`src/rtl/uart_tx_fifo.sv`:
```
// Buffered UART transmitter: a FIFO feeds an LSB-first serialiser whose bit period is baud_div_i+1 clocks.
// Optional even-parity bit after the data bits when UART_TX_PARITY_EN is defined.
`timescale 1ns/1ps

module uart_tx_fifo #(
  parameter int DATA_W     = 8,
  parameter int FIFO_DEPTH = 8,
  parameter int STOP_BITS  = 1,
  parameter int DIV_W      = 16
) (
  input  logic                          sys_clk_i,
  input  logic                          sys_rst_n_i,
  input  logic [DIV_W-1:0]              baud_div_i,
  input  logic                          wr_en_i,
  input  logic [DATA_W-1:0]             wr_data_i,
  input  logic                          ovr_clr_i,
  output logic                          full_o,
  output logic                          empty_o,
  output logic [$clog2(FIFO_DEPTH):0]   level_o,
  output logic                          busy_o,
  output logic                          overrun_o,
  output logic                          uart_tx
);

  localparam int AW    = $clog2(FIFO_DEPTH);
  localparam int LVL_W = AW + 1;
  localparam int BCW   = $clog2(DATA_W);

`ifdef UART_TX_PARITY_EN
  typedef enum logic [2:0] {IDLE, START, DATA, PARITY, STOP} state_t;
`else
  typedef enum logic [1:0] {IDLE, START, DATA, STOP} state_t;
`endif

  logic [DATA_W-1:0] mem_q [FIFO_DEPTH];

  logic [AW:0]        wr_ptr_q, wr_ptr_d;
  logic [AW:0]        rd_ptr_q, rd_ptr_d;
  logic [LVL_W-1:0]   level_q, level_d;
  logic               full_q, full_d;
  logic               empty_q, empty_d;
  logic               ovr_q, ovr_d;
  logic               push;
  logic               pop;
  logic               start_frame;
  logic               bit_end;
  logic [DATA_W-1:0]  head;

  state_t             state_q, state_d;
  logic [DIV_W-1:0]   div_q, div_d;
  logic [DIV_W-1:0]   div_cnt_q, div_cnt_d;
  logic [BCW-1:0]     bit_cnt_q, bit_cnt_d;
  logic [DATA_W-1:0]  shift_q, shift_d;
  logic               tx_q, tx_d;
  logic               busy_q, busy_d;
`ifdef UART_TX_PARITY_EN
  logic               parity_q, parity_d;
`endif

  assign head = mem_q[rd_ptr_q[AW-1:0]];

  // Full is judged on the pre-edge occupancy, so a push coinciding with a pop while full is dropped.
  always_comb begin
    push     = wr_en_i && !full_q;
    wr_ptr_d = push ? wr_ptr_q + 1'b1 : wr_ptr_q;
    rd_ptr_d = pop ? rd_ptr_q + 1'b1 : rd_ptr_q;
    level_d  = wr_ptr_d - rd_ptr_d;
    full_d   = (level_d == LVL_W'(FIFO_DEPTH));
    empty_d  = (level_d == '0);
    ovr_d    = (wr_en_i && full_q) || (ovr_q && !ovr_clr_i);
  end

  always_ff @(posedge sys_clk_i) begin
    if (push) begin
      mem_q[wr_ptr_q[AW-1:0]] <= wr_data_i;
    end
  end

  always_comb begin
    state_d     = state_q;
    div_d       = div_q;
    div_cnt_d   = div_cnt_q;
    bit_cnt_d   = bit_cnt_q;
    shift_d     = shift_q;
    tx_d        = tx_q;
    busy_d      = busy_q;
`ifdef UART_TX_PARITY_EN
    parity_d    = parity_q;
`endif
    pop         = 1'b0;
    start_frame = 1'b0;
    bit_end     = (div_cnt_q == div_q);

    if (state_q != IDLE) begin
      div_cnt_d = bit_end ? '0 : div_cnt_q + 1'b1;
    end

    case (state_q)
      IDLE: begin
        div_cnt_d = '0;
        if (!empty_q) begin
          start_frame = 1'b1;
        end
      end
      START: begin
        if (bit_end) begin
          state_d   = DATA;
          tx_d      = shift_q[0];
          shift_d   = shift_q >> 1;
          bit_cnt_d = '0;
        end
      end
      DATA: begin
        if (bit_end) begin
          if (bit_cnt_q == BCW'(DATA_W - 1)) begin
`ifdef UART_TX_PARITY_EN
            state_d = PARITY;
            tx_d    = parity_q;
`else
            state_d   = STOP;
            tx_d      = 1'b1;
            bit_cnt_d = '0;
`endif
          end else begin
            tx_d      = shift_q[0];
            shift_d   = shift_q >> 1;
            bit_cnt_d = bit_cnt_q + 1'b1;
          end
        end
      end
`ifdef UART_TX_PARITY_EN
      PARITY: begin
        if (bit_end) begin
          state_d   = STOP;
          tx_d      = 1'b1;
          bit_cnt_d = '0;
        end
      end
`endif
      STOP: begin
        if (bit_end) begin
          if (bit_cnt_q == BCW'(STOP_BITS - 1)) begin
            if (!empty_q) begin
              start_frame = 1'b1;
            end else begin
              state_d = IDLE;
              busy_d  = 1'b0;
              tx_d    = 1'b1;
            end
          end else begin
            bit_cnt_d = bit_cnt_q + 1'b1;
          end
        end
      end
      default: begin
        state_d = IDLE;
        busy_d  = 1'b0;
        tx_d    = 1'b1;
      end
    endcase

    // Loading a frame also latches the divisor, so divisor changes only apply from the next frame.
    if (start_frame) begin
      pop       = 1'b1;
      state_d   = START;
      shift_d   = head;
      div_d     = baud_div_i;
      div_cnt_d = '0;
      bit_cnt_d = '0;
      tx_d      = 1'b0;
      busy_d    = 1'b1;
`ifdef UART_TX_PARITY_EN
      parity_d  = ^head;
`endif
    end
  end

  always_ff @(posedge sys_clk_i or negedge sys_rst_n_i) begin
    if (!sys_rst_n_i) begin
      wr_ptr_q  <= '0;
      rd_ptr_q  <= '0;
      level_q   <= '0;
      full_q    <= 1'b0;
      empty_q   <= 1'b1;
      ovr_q     <= 1'b0;
      state_q   <= IDLE;
      div_q     <= '0;
      div_cnt_q <= '0;
      bit_cnt_q <= '0;
      shift_q   <= '0;
      tx_q      <= 1'b1;
      busy_q    <= 1'b0;
`ifdef UART_TX_PARITY_EN
      parity_q  <= 1'b0;
`endif
    end else begin
      wr_ptr_q  <= wr_ptr_d;
      rd_ptr_q  <= rd_ptr_d;
      level_q   <= level_d;
      full_q    <= full_d;
      empty_q   <= empty_d;
      ovr_q     <= ovr_d;
      state_q   <= state_d;
      div_q     <= div_d;
      div_cnt_q <= div_cnt_d;
      bit_cnt_q <= bit_cnt_d;
      shift_q   <= shift_d;
      tx_q      <= tx_d;
      busy_q    <= busy_d;
`ifdef UART_TX_PARITY_EN
      parity_q  <= parity_d;
`endif
    end
  end

  assign full_o    = full_q;
  assign empty_o   = empty_q;
  assign level_o   = level_q;
  assign busy_o    = busy_q;
  assign overrun_o = ovr_q;
  assign uart_tx   = tx_q;

endmodule
```
`config.mk`:
```
export PLATFORM = sky130hd
export DESIGN_NAME = uart_tx_fifo
export DESIGN_NICKNAME = d
export VERILOG_FILES = /design/src/rtl/uart_tx_fifo.sv
export SDC_FILE = /design/constraint.sdc
export NUM_CORES = 1
export LEC_CHECK = 0
export ABC_AREA = 1
export BUFFER_PORTS_ARGS = -buffer_cell sky130_fd_sc_hd__buf_2
export CORE_MARGIN = 5
export CORE_UTILIZATION = 49
export DETAILED_ROUTE_END_ITERATION = 7
export HOLD_SLACK_MARGIN = 0.12
export PLACE_DENSITY = 0.7
export REMOVE_ABC_BUFFERS = 1
export SLEW_MARGIN = 20
export SYNTH_ARGS = -nofsm -noshare
export SYNTH_HDL_FRONTEND = slang
export SYNTH_SLANG_ARGS = --single-unit
```
`constraint.sdc`:
```
create_clock -name sys_clk_i -period 2.7 [get_ports sys_clk_i]
set_input_delay 0.135 -clock sys_clk_i [delete_from_list [all_inputs] [get_ports sys_clk_i]]
set_output_delay 0.135 -clock sys_clk_i [all_outputs]
set_load 0.03 [all_outputs]
```
# Word-level counts from Yosys, hierarchy flattened
# Memory sizes are Yosys's and may differ from the RTL's.
# Cells that the tools add are included.
# totals
regBits	62
ramBits	64
elab_cells	101
mem_count	1
# mem_list
memory	depth	width	read_ports	rd_ports_with_merged_regs	wr	line_no	text
mem_q	8	8	1	0	1	35	logic [DATA_W-1:0] mem_q [FIFO_DEPTH];
# op_classes
n_addsub	5
n_eq_ne	14
mux	46
n_reduce_logical	22
# ops
op	n
16-bit two-way mux	4
8-bit two-way mux	4
3-bit inequality test (second input constant)	8
1-bit two-way mux	18
3-bit two-way mux	6
16-bit by 1-bit adder with 16-bit output (second input constant)	1
16-bit equality test	1
8-bit one-hot mux with 2 select lines	1
2-bit two-way mux	7
2-bit nonzero test	5
3-bit one-hot mux with 3 select lines	1
4-bit by 1-bit adder with 4-bit output (second input constant)	2
4-bit two-way mux	2
4-bit AND reduction	2
7-bit AND reduction	1
2-bit one-hot mux with 3 select lines	1
6-bit AND reduction	1
3-bit nonzero test	2
5-bit AND reduction	1
2-bit equality test (second input constant)	2
4-bit equality test (second input constant)	1
4-bit zero test	1
4-bit nonzero test	1
4-bit subtractor	1
other kinds (10)	13

# Logic depth before layout (Yosys ltp)
# Gate-level depths: netlist of run 1.
# logic_depth
ltp_word	8
depth_mapped	22
ltp_nobuf	21

# Worst setup path after synthesis of run 1
# OpenSTA, ideal clock, no wires.
# synth_path
kind	flip-flop to flip-flop
startpoint	reg bit_cnt_q[0]
endpoint	reg empty_q (netlist: empty_o)
t_arrival_ns	2.718
required_ns	2.633
setup_slack_ns	-0.085
stages_incl_launch_ff	23
path_buffers	1
synth_period_minus_slack_ns	2.785
cell_sequence	dfrtp_1 > inv_1 > ha_1 > inv_1 > nor2_1 > nand2_1 > nor2_1 > nand3_2 > nand2_4 > nand2_4 > buf_6 > nor2_4 > xor2_2 > inv_2 > ha_1 > nand2_1 > nor2_1 > a211oi_1 > xor2_1 > inv_1 > nand3_1 > nand2_1 > nor2_1
# synth_via
elab_chain_len	8
# synth_rtl
element	line_no	text
start: declaration	52	logic [BCW-1:0] bit_cnt_q, bit_cnt_d;
start signal: assignment	206	bit_cnt_q <= bit_cnt_d;
3-bit zero test	142	if (bit_cnt_q == BCW'(STOP_BITS - 1)) begin
1-bit two-way mux	142	
1-bit two-way mux	141	if (bit_end) begin
1-bit one-hot mux with 2 select lines	98	case (state_q)
1-bit two-way mux	163	if (start_frame) begin
4-bit two-way mux	66	rd_ptr_d = pop ? rd_ptr_q + 1'b1 : rd_ptr_q;
via rd_ptr_d[2]	38	logic [AW:0] rd_ptr_q, rd_ptr_d;
4-bit subtractor	67	level_d = wr_ptr_d - rd_ptr_d;
via level_d[3]	39	logic [LVL_W-1:0] level_q, level_d;
4-bit zero test	69	empty_d = (level_d == '0);
via empty_d	41	logic empty_q, empty_d;
end signal: assignment	201	empty_q <= empty_d;
end: declaration	41	
# The timed path passes the listed nets, and every way through them passes these cells.
# A chain may end at the register's enable or synchronous reset.

# Final worst setup path of run 1
# layout_path
startpoint	reg div_cnt_q[9]
endpoint	reg empty_q (netlist: empty_o)
# layout_via
elab_chain_len	7
# layout_rtl
element	line_no	text
start: declaration	51	logic [DIV_W-1:0] div_cnt_q, div_cnt_d;
start signal: assignment	205	div_cnt_q <= div_cnt_d;
16-bit equality test	92	bit_end = (div_cnt_q == div_q);
1-bit two-way mux	141	
1-bit one-hot mux with 2 select lines	98	
1-bit two-way mux	163	
4-bit two-way mux	66	
4-bit subtractor	67	
via level_d[3]	39	
4-bit zero test	69	
via empty_d	41	
# The timed path passes the listed nets, and every way through them passes these cells.

==> out/results.tsv, run 1 <==
metric	value	unit
maxCapViolations	0	
fin_hold_ws	0.166	ns
start_kind	register	
ant_nets	0	
antenna_cells	0	
cts-root-buf	clkbuf_16	
dieWidth	120	µm
fin_crit_sh	99.4	%
die_area	14400	µm²
fin_cells	863	
synthTopCellsByCount	nand2_1 (139), inv_1 (74), edfxtp_1 (64)	
cts_buffers	17	
worst_slew_pin_slew	0.576	ns
vdd_drop_max	0.547	mV
synthArstFlopShare	49.2	%
required	3.06	ns
fillers	927	
post-place-cells	797	
cts_buffer_depth	2	
synth_cell_type_count	40	
max_freq	373	MHz
tns	0	ns
grt_max_degree	56	
syn_area_per_cell	9.89	µm²
route.vias.total	4353	
drive_above_1_share	22.5	%
leakage	3.47	nW
grt_pass1_wl	20500	µm
cp_max_fo	4	
die_h	120	µm
synth_top_area_share	32.5	%
hpwlAfterDp	7870	µm
cp-end-kind	register	
io_buffers	36	
gr-total-overflow	0	
rsz0062_at_grt	yes	
clkSinkCount	126	
syn_inst	598	
gp_congestion	0.828	
ios	37	
area_growth	25.5	%
htree_levels	4	
yosys_warnings	0	
status	finished clean	
synth_ff_type	edfxtp_1	
routed_wl	12500	µm
maxSlewHeadroom	61.6	%
nNetsFinal	746	
drtIter0Drc	315	
critical_path_arrival	3.04	ns
min_period	2.68	ns
crit_type	reg -> reg	
synth.most_common_cell	nand2_1	
yosysSeqAreaShare	58.8	%
yosys_register_bits	126	
place_area	6430	µm²
synth-edff-count	64	
hold_class	in -> reg	
clk_latency	0.42	ns
rows	40	
remaining_drc_errors	0	
final-max-slew-violation-count	0	
wl_per_cell	14.4	µm
gr-usage-all-layers	18.4	%
synth_top_area_cell	edfxtp_1	
skew	0.0111	ns
setup_viol	0	
first_pass_iters	5	
synth_area_leaders	edfxtp_1 (32%), dfrtp_1 (25%), nand2_1 (8.8%)	
synth_area	5920	µm²
antenna_found_initial	0	
initial_core_util	49.7	%
vias_per_cell	5.04	
power_density	775	nW/µm²
postLayoutCellArea	7430	µm²
r2r_slack	0.02	ns
grt_pass1_vias	4397	
clk_pin_slew	0.06	ns
core-area	11900	µm²
hold_viol	0	
cts_tree	built	
-- kinds of logic after synthesis --
group                    count (synthesis)  share of synthesized area (%)
flip-flops                             126                           58.8
adder cells (fa/ha/maj)                 15                           3.30
AND/OR/NAND/NOR                        231                           16.6
XOR/XNOR                                15                           2.35
buffers and inverters                  100                           6.90
multiplexers                            16                           2.75
AO/OA/AOI/OAI                           95                           9.39
-- per-layer routing --
metal | vias up | share of wire (%) | track usage, %
li1 | 2178 | - | -
met4 | 0 | 1.4 | 6.94
met2 | 78 | 52 | 32.5
met3 | 20 | 4.4 | 5.42
met5 | - | 0 | 0
met1 | 2077 | 42 | 21.2
-- registers in the layout, indices dropped and copies added (netlist names), 2 cells and up --
signal,flops
level_o,4
wr_ptr_q,4
shift_q,8
rd_ptr_q,4
mem_q,64
bit_cnt_q,3
state_q,2
div_q,16
div_cnt_q,16
-- area by class of cell --
cell class / count / area, µm² / area share (%)
Sequential cell: 126 / 3480 / 46.8
Multi-Input combinational cell: 372 / 2110 / 28.4
Timing Repair Buffer: 104 / 758 / 10.2
Clock buffer: 17 / 425 / 5.73
Inverter: 82 / 308 / 4.14
Tap cell: 147 / 184 / 2.48
Clock inverter: 15 / 163 / 2.19
-- cell usage in the layout, fill, tap and decap left out, types with 3 or more instances in the layout --
master,netlist,layout
mux2i_1,14,14
ha_1,14,11
nand4_1,3,3
edfxtp_1,64,64
o21ai_0,28,28
nor2_1,55,50
a21oi_1,37,36
nand2_1,139,134
dfrtp_1,60,60
buf_4,0,41
nand3_1,14,13
clkinv_4,0,6
inv_2,7,14
nor3_1,4,4
nand2_2,1,6
buf_2,8,36
inv_6,0,3
o21ai_1,4,3
nor3_2,4,4
nor2_4,1,3
inv_1,74,67
o211ai_1,17,17
xnor2_1,4,4
a31oi_1,3,3
nor2_2,3,6
xor2_1,10,10
nand3_2,3,4
clkinv_1,1,3
dlygate4sd3_1,0,27
clkbuf_16,0,17
-- report_power, final --
group          internal (mW)  switching, mW  total [mW]
Clock                   1.37          0.893        2.26
Combinational          0.434          0.642        1.08
Sequential              2.29          0.120        2.41
-- per-stage QoR --
stage | total power, mW | setup WS, ns | utilization [%]
after floorplan | 3.03 | -0.325 | -
after global placement | 3.34 | 0.0202 | 54.0
after detailed placement | 3.38 | -0.0815 | 54.0
after CTS | 5.73 | 0.0205 | 61.4
after global routing | 6.04 | -0.195 | 62.3
final | 5.75 | 0.0158 | 62.3
-- worst paths after layout --
path / startpoint / end / cells past startpoint
max: div_cnt_q[9] / empty_o / 21
min: wr_en_i / wr_ptr_q[0] / 5
max reg2reg: div_cnt_q[9] / empty_o / 21
min in group asynchronous: sys_rst_n_i / div_q[6] / 3
min reg2reg: shift_q[2] / shift_q[2] / 2
max in group asynchronous: sys_rst_n_i / uart_tx / 3
-- critical path: stages, from the launching register on --
cell	delay [ns]
dfrtp_1	0.39
inv_2	0.06
nand2_1	0.06
nand2_1	0.05
nor2_1	0.11
nand2_1	0.12
nor2_2	0.13
nand3_2	0.10
nand2_4	0.09
nand2_4	0.06
buf_4	0.16
nand2_2	0.07
o21ai_2	0.07
ha_1	0.30
nand2_2	0.07
nor2_2	0.04
a211oi_2	0.23
xor2_1	0.21
inv_1	0.07
nand3_2	0.08
nand2_2	0.05
nor2_1	0.09
-- what timing repair did --
item                                    CTS  global route
endpoints found under the setup margin    3             3
hold buffers                             27             0
endpoints found under the hold margin   142             0
buffers inserted                          0             7
pin swaps                                 1            20
resized for setup                         3            24
gates cloned                              0             0
Note: power is estimated with default switching activity, not from simulation.
==> inputs of run 2 (changes only) <==
CORE_UTILIZATION = 39   (was 49)
PLACE_DENSITY = 0.58   (was 0.7)
==> run 2 against run 1 <==
Compared with the run above: clock power is 4% lower; die area is 23% higher; routed wire length is 3.5% lower; register-to-register slack better by 0.12 ns; sequential power hardly changed; clock-buffer cell count stayed put; power is 1.9% lower; critical endpoint unchanged.
==> out/results.tsv, run 2 (synthesized netlist as in run 1, its figures left out) <==
metric	value	unit	change
status	finished clean		
dieWidth	133	µm	+11%
hold_class	in -> reg		
ios	37		unchanged
crit_slowest_cell	dfrtp_1		
route.vias.total	4261		-2.1%
cp_max_fo	3		-1
start_kind	register		
rows	45		+13%
critical_path_arrival	2.92	ns	-0.12 ns
hpwlAfterDp	8010	µm	+1.8%
vias_per_cell	4.74		-6.0%
area_growth	25.4	%	
remaining_drc_errors	0		unchanged
leakage	3.43	nW	-1.1%
max_freq	390	MHz	+4.7%
maxCapViolations	0		unchanged
largest_reg_flops	64		unchanged
fin_hold_ws	0.163	ns	-0.00240 ns
slowest_delay	0.37	ns	-0.02 ns
final-max-slew-violation-count	0		unchanged
postLayoutCellArea	7420	µm²	-0.10%
core-area	15000	µm²	+26%
vdd_drop_max	0.508	mV	-7.1%
clk_latency	0.42	ns	about the same
worst_slew_pin_slew	0.718	ns	+0.142 ns
cts_buffer_depth	2		unchanged
routed_wl	12000	µm	-3.5%
grt_pass1_vias	4331		-1.5%
hold_viol	0		unchanged
nNetsFinal	741		-0.67%
io_buffers	36		unchanged
skew	0.0127	ns	+0.00164 ns
gp_congestion	0.767		-7.3%
grt_pass1_wl	20100	µm	-2.1%
rsz0062_at_grt	yes		
required	3.06	ns	about the same
cts-root-buf	clkbuf_16		
first_pass_iters	6		+1
clk_pin_slew	0.07	ns	about the same
htree_levels	4		unchanged
reg2reg_depth	21		unchanged
layout_commonest_cell	nand2_1		
antenna_found_initial	0		unchanged
place_area	6480	µm²	+0.64%
gr-total-overflow	0		unchanged
maxSlewHeadroom	52.1	%	-9.5 points
die_area	17700	µm²	+23%
initial_core_util	39.4	%	-10 points
min_period	2.56	ns	-0.119 ns
final_cell_mix	nand2_1 (135), inv_1 (72), edfxtp_1 (64)		
antenna_cells	0		unchanged
power_density	761	nW/µm²	-1.8%
clkSinkCount	126		unchanged
cp-end-kind	register		
drive_above_1_share	21.2	%	-1.2 points
cts_tree	built		
grt_max_degree	56		unchanged
ant_nets	0		unchanged
drtIter0Drc	198		-37%
die_h	133	µm	+11%
cts_buffers	17		unchanged
tns	0	ns	unchanged
holdPathStages	5		unchanged
gr-usage-all-layers	14.3	%	-4.2 points
setup_viol	0		unchanged
wl_per_cell	13.4	µm	-7.4%
fin_crit_sh	95.0	%	-4.4 points
worstPathCellList	inv_1 > ha_1 > inv_1 > nor2_2 > nand2_2 > nor2_2 > nand3_2 > nand2_4 > nand2_4 > nor2_4 > xor2_2 > inv_2 > ha_4 > nand2_2 > nor2_2 > a211oi_2 > xor2_1 > inv_1 > nand3_2 > nand2_2 > nor2_1		
crit_type	reg -> reg		
-- run 2: cell count changes in the layout (fill, tap and decap cells not counted), moves of 3 or more --
cell / change
buf_4: -6
clkinv_4: -6
clkinvlp_4: +5
inv_1: +5
inv_2: -5
inv_8: +3
-- run 2: path summary, 6_finish.rpt --
kind | start | slack, ns | endpoint
max | bit_cnt_q[0] | 0.14 | empty_o
min | wr_en_i | 0.16 | wr_ptr_q[0]
max reg2reg | bit_cnt_q[0] | 0.14 | empty_o
min reg2reg | uart_tx | 0.46 | uart_tx
max in group asynchronous | sys_rst_n_i | 1.70 | uart_tx
min in group asynchronous | sys_rst_n_i | 0.31 | div_q[5]
-- run 2: critical path: cells and delay by family, from the launching register on --
kind | cells | cell delay, ns
AND/OR/NAND/NOR | 12 | 0.94
adder cells (fa/ha/maj) | 2 | 0.40
flip-flops | 1 | 0.37
XOR/XNOR | 2 | 0.37
buffers and inverters | 4 | 0.26
AO/OA/AOI/OAI | 1 | 0.18
-- run 2: repair_timing --
action / in CTS / in global routing
gates resized for setup: 2 / 15
hold endpoints to repair: 110 / 0
setup buffers: 0 / 5
pin swaps: 1 / 5
setup endpoints to repair: 3 / 3
hold buffers: 27 / 0
-- run 2: through the flow --
step | setup WS, ns | power, mW | instances | util (%)
2_1_floorplan | -0.325 | 3.03 | 580 | -
3_3_place_gp | 0.0334 | 3.34 | 835 | 43.1
3_5_place_dp | -0.0322 | 3.38 | 835 | 43.1
4_1_cts | 0.0317 | 5.61 | 894 | 48.8
5_1_grt | -0.108 | 5.93 | 899 | 49.3
6_report | 0.135 | 5.64 | 899 | 49.3
-- run 2: where the power goes --
group	switching, mW	internal, mW
sequential	0.111	2.29
combinational	0.639	0.429
clock	0.952	1.22
-- run 2: layer usage --
| layer | part of all wire [%] | global-route usage [%] | wire, µm | vias up |
|---|---|---|---|---|
| met5 | 0 | 0 | 0 | - |
| met4 | 1.0 | 5.20 | 125 | 0 |
| met3 | 3.5 | 4.08 | 419 | 8 |
| met2 | 51 | 24.6 | 6110 | 77 |
| met1 | 45 | 17.0 | 5370 | 2011 |
| li1 | - | - | - | 2165 |
-- run 2: cell type report --
class	count	area (µm²)
multi-input cells	372	2090
flip-flops and latches	126	3480
inverters	82	308
clock buffers	17	425
well taps	188	235
repair buffers	99	733
fillers	1340	7610
clock inverters	15	150
==> inputs of run 3 (changes only) <==
ABC_AREA = not set   (was 1)
==> run 3 against run 2 <==
Compared with the run above: the run now ends with negative setup slack left; clock skew decreased by 0.0058 ns; hold slack improved by 0.018 ns; routed wire length is 8.1% lower; combinational power grew 16%; first-iteration DRC count fell by 20%; register-to-register slack got worse by 0.30 ns; flip-flop and latch count is the same; final cell count decreased by 23%; sequential share of layout area up 1.2 points; critical path type unchanged.
==> out/results.tsv, run 3 <==
metric	value	unit	change
clkSinkCount	126		unchanged
postLayoutCellArea	7230	µm²	-2.5%
finish.utilization	50.3	%	+0.98 points
routed_wl	11100	µm	-8.1%
hold_class	in -> async		
drive_above_1_share	32.8	%	+12 points
leakage	2.99	nW	-13%
crit_slowest_cell	fa_1		
layout_commonest_cell	edfxtp_1		
worst_slew_pin_slew	0.720	ns	+0.00204 ns
synth_area_leaders	edfxtp_1 (34%), dfrtp_1 (27%), mux4_2 (6.4%)		
cp-end-kind	register		
clk_latency	0.42	ns	about the same
fin_crit_sh	106	%	+11 points
fin_ws	-0.166	ns	-0.302 ns
die_h	130	µm	-2.2%
wl_per_cell	15.9	µm	+19%
largest_reg_flops	64		unchanged
place_ws	-0.290	ns	-0.258 ns
yosysSeqAreaShare	61.7	%	+2.9 points
required	3.05	ns	about the same
antenna_cells	0		unchanged
syn_inst	381		-36%
power_density	821	nW/µm²	+7.9%
yosys_warnings	0		unchanged
cts_buffers	17		unchanged
grtUsageMet3	4.67	%	+0.59 points
grt_use_met2	25.4	%	+0.77 points
final_cell_mix	edfxtp_1 (64), dfrtp_1 (60), buf_4 (45)		
yosys_register_bits	126		unchanged
syn_area_per_cell	14.8	µm²	+49%
cts_tree	built		
route.vias.total	3346		-21%
remaining_drc_errors	0		unchanged
worstPathCellList	inv_1 > ha_1 > or3_1 > o21ai_4 > mux2i_1 > inv_1 > fa_1 > inv_2 > nor3_4 > nand2_1 > mux2i_1		
violations	negative setup slack		
max_freq	349	MHz	-11%
critical_path_arrival	3.22	ns	+0.30 ns
synth-edff-count	64		unchanged
p_total	5.94	mW	+5.2%
vdd_drop_max	0.763	mV	+50%
synth.most_common_cell	edfxtp_1		
grt_busiest_layer	met2		
status	finished with violations		
vias_per_cell	4.81		+1.4%
antenna_found_initial	0		unchanged
synth_cell_type_count	50		+25%
slowest_delay	0.54	ns	+0.17 ns
synthArstFlopShare	49.2	%	unchanged
ant_nets	0		unchanged
gp_congestion	0.767		about the same
first_pass_iters	4		-2
hpwlAfterDp	7330	µm	-8.5%
grt_max_degree	31		-45%
maxCapViolations	0		unchanged
htree_levels	4		unchanged
tns	-0.411	ns	-0.411 ns
maxSlewHeadroom	51.8	%	-0.31 points
core-area	14400	µm²	-4.4%
skew	0.00693	ns	-0.00582 ns
rows	44		-2.2%
dieWidth	130	µm	-2.2%
clk_pin_slew	0.06	ns	about the same
grt_pass1_vias	3589		-17%
synth_ff_type	edfxtp_1		
crit_type	reg -> reg		
drtIter0Drc	159		-20%
grt_pass1_wl	18100	µm	-9.9%
rsz0062_at_grt	yes		
gr-total-overflow	0		unchanged
synth_area	5630	µm²	-4.8%
cp_max_fo	4		+1
ios	37		unchanged
cts-root-buf	clkbuf_16		
grt_util_met1	16.3	%	-0.77 points
nNetsFinal	542		-27%
synthTopCellsByCount	edfxtp_1 (64), dfrtp_1 (60), nor2_1 (29)		
final-max-slew-violation-count	0		unchanged
hold_viol	0		unchanged
setup_viol	4		+4
synth_top_area_cell	edfxtp_1		
initial_core_util	39.2	%	-0.15 points
start_kind	register		
synth_top_area_share	34.1	%	+1.6 points
gr-usage-all-layers	14.5	%	+0.18 points
cts_buffer_depth	2		unchanged
min_period	2.87	ns	+0.302 ns
area_growth	28.4	%	
place_area	6330	µm²	-2.2%
die_area	16900	µm²	-4.4%
io_buffers	36		unchanged
run 3: cell count changes after synthesis, sizes merged, moves of 11 or more:
cell / change
xor2: +15
mux2i: -11
o211ai: -17
nand3: -12
o21ai: -26
nor2: -30
a21oi: -31
mux4: +16
mux2: +40
nand2: -127
inv: -66
run 3: cell type report:
cell class | count | area [µm²]
clock buffers | 17 | 425
clock inverters | 15 | 168
fillers | 1202 | 7140
inverters | 15 | 56.3
multi-input cells | 229 | 2060
flip-flops and latches | 126 | 3480
well taps | 184 | 230
repair buffers | 110 | 820
run 3: path summary, 6_finish.rpt:
| kind | end | depth (start not counted) | start | slack (ns) |
|---|---|---|---|---|
| max | empty_o | 11 | state_q[0] | -0.17 |
| min | div_q[12] | 2 | sys_rst_n_i | 0.18 |
| max reg2reg | empty_o | 11 | state_q[0] | -0.17 |
| min reg2reg | shift_q[2] | 1 | shift_q[2] | 0.50 |
| max in group asynchronous | uart_tx | 3 | sys_rst_n_i | 1.76 |
| min in group sys_clk_i | wr_ptr_q[0] | 3 | wr_en_i | 0.21 |
run 3: metrics by stage:
step / std cells / hold WS [ns]
2_1_floorplan: 370 / -0.161
3_3_place_gp: 636 / 0.0914
3_5_place_dp: 636 / 0.0939
4_1_cts: 695 / 0.171
5_1_grt: 696 / 0.212
6_report: 696 / 0.181
run 3: cell families (layout without fill, tap and decap cells):
group           Yosys count  in the layout  synth area share, %
compound gates           26             26                 3.07
xor+xnor                 36             36                 5.60
fa+ha+maj                15             15                 3.47
buf+inv                  26            157                 2.24
flops                   126            126                 61.7
mux                      61             61                 15.3
simple gates             91             91                 8.60
run 3: worst max-delay path, delay by kind of cell, from the launching register on:
family	cells	cell delay (ns)
muxes	2	0.42
buffers and inverters	3	0.25
AOI/OAI and AO/OA	1	0.23
and+or+nand+nor	3	0.69
adders and majority gates	2	0.84
DFF	1	0.38
run 3: power by group:
part	total (mW)	switching, mW	internal (mW)	leakage [nW]
logic	1.24	0.634	0.603	1.36
registers	2.43	0.119	2.31	1.34
clock network	2.27	0.956	1.31	0.286
run 3: repair_timing:
item	CTS	global route
hold endpoints to repair	122	0
gates cloned	0	0
resized for setup	3	3
pin swaps	8	3
endpoints found under the setup margin	4	11
setup buffers	0	2
hold buffers	27	0
run 3: routing by layer:
metal	wire [µm]	vias to the layer above
li1	-	1635
met3	427	15
met4	197	0
met1	4640	1651
met5	0	-
met2	5790	45
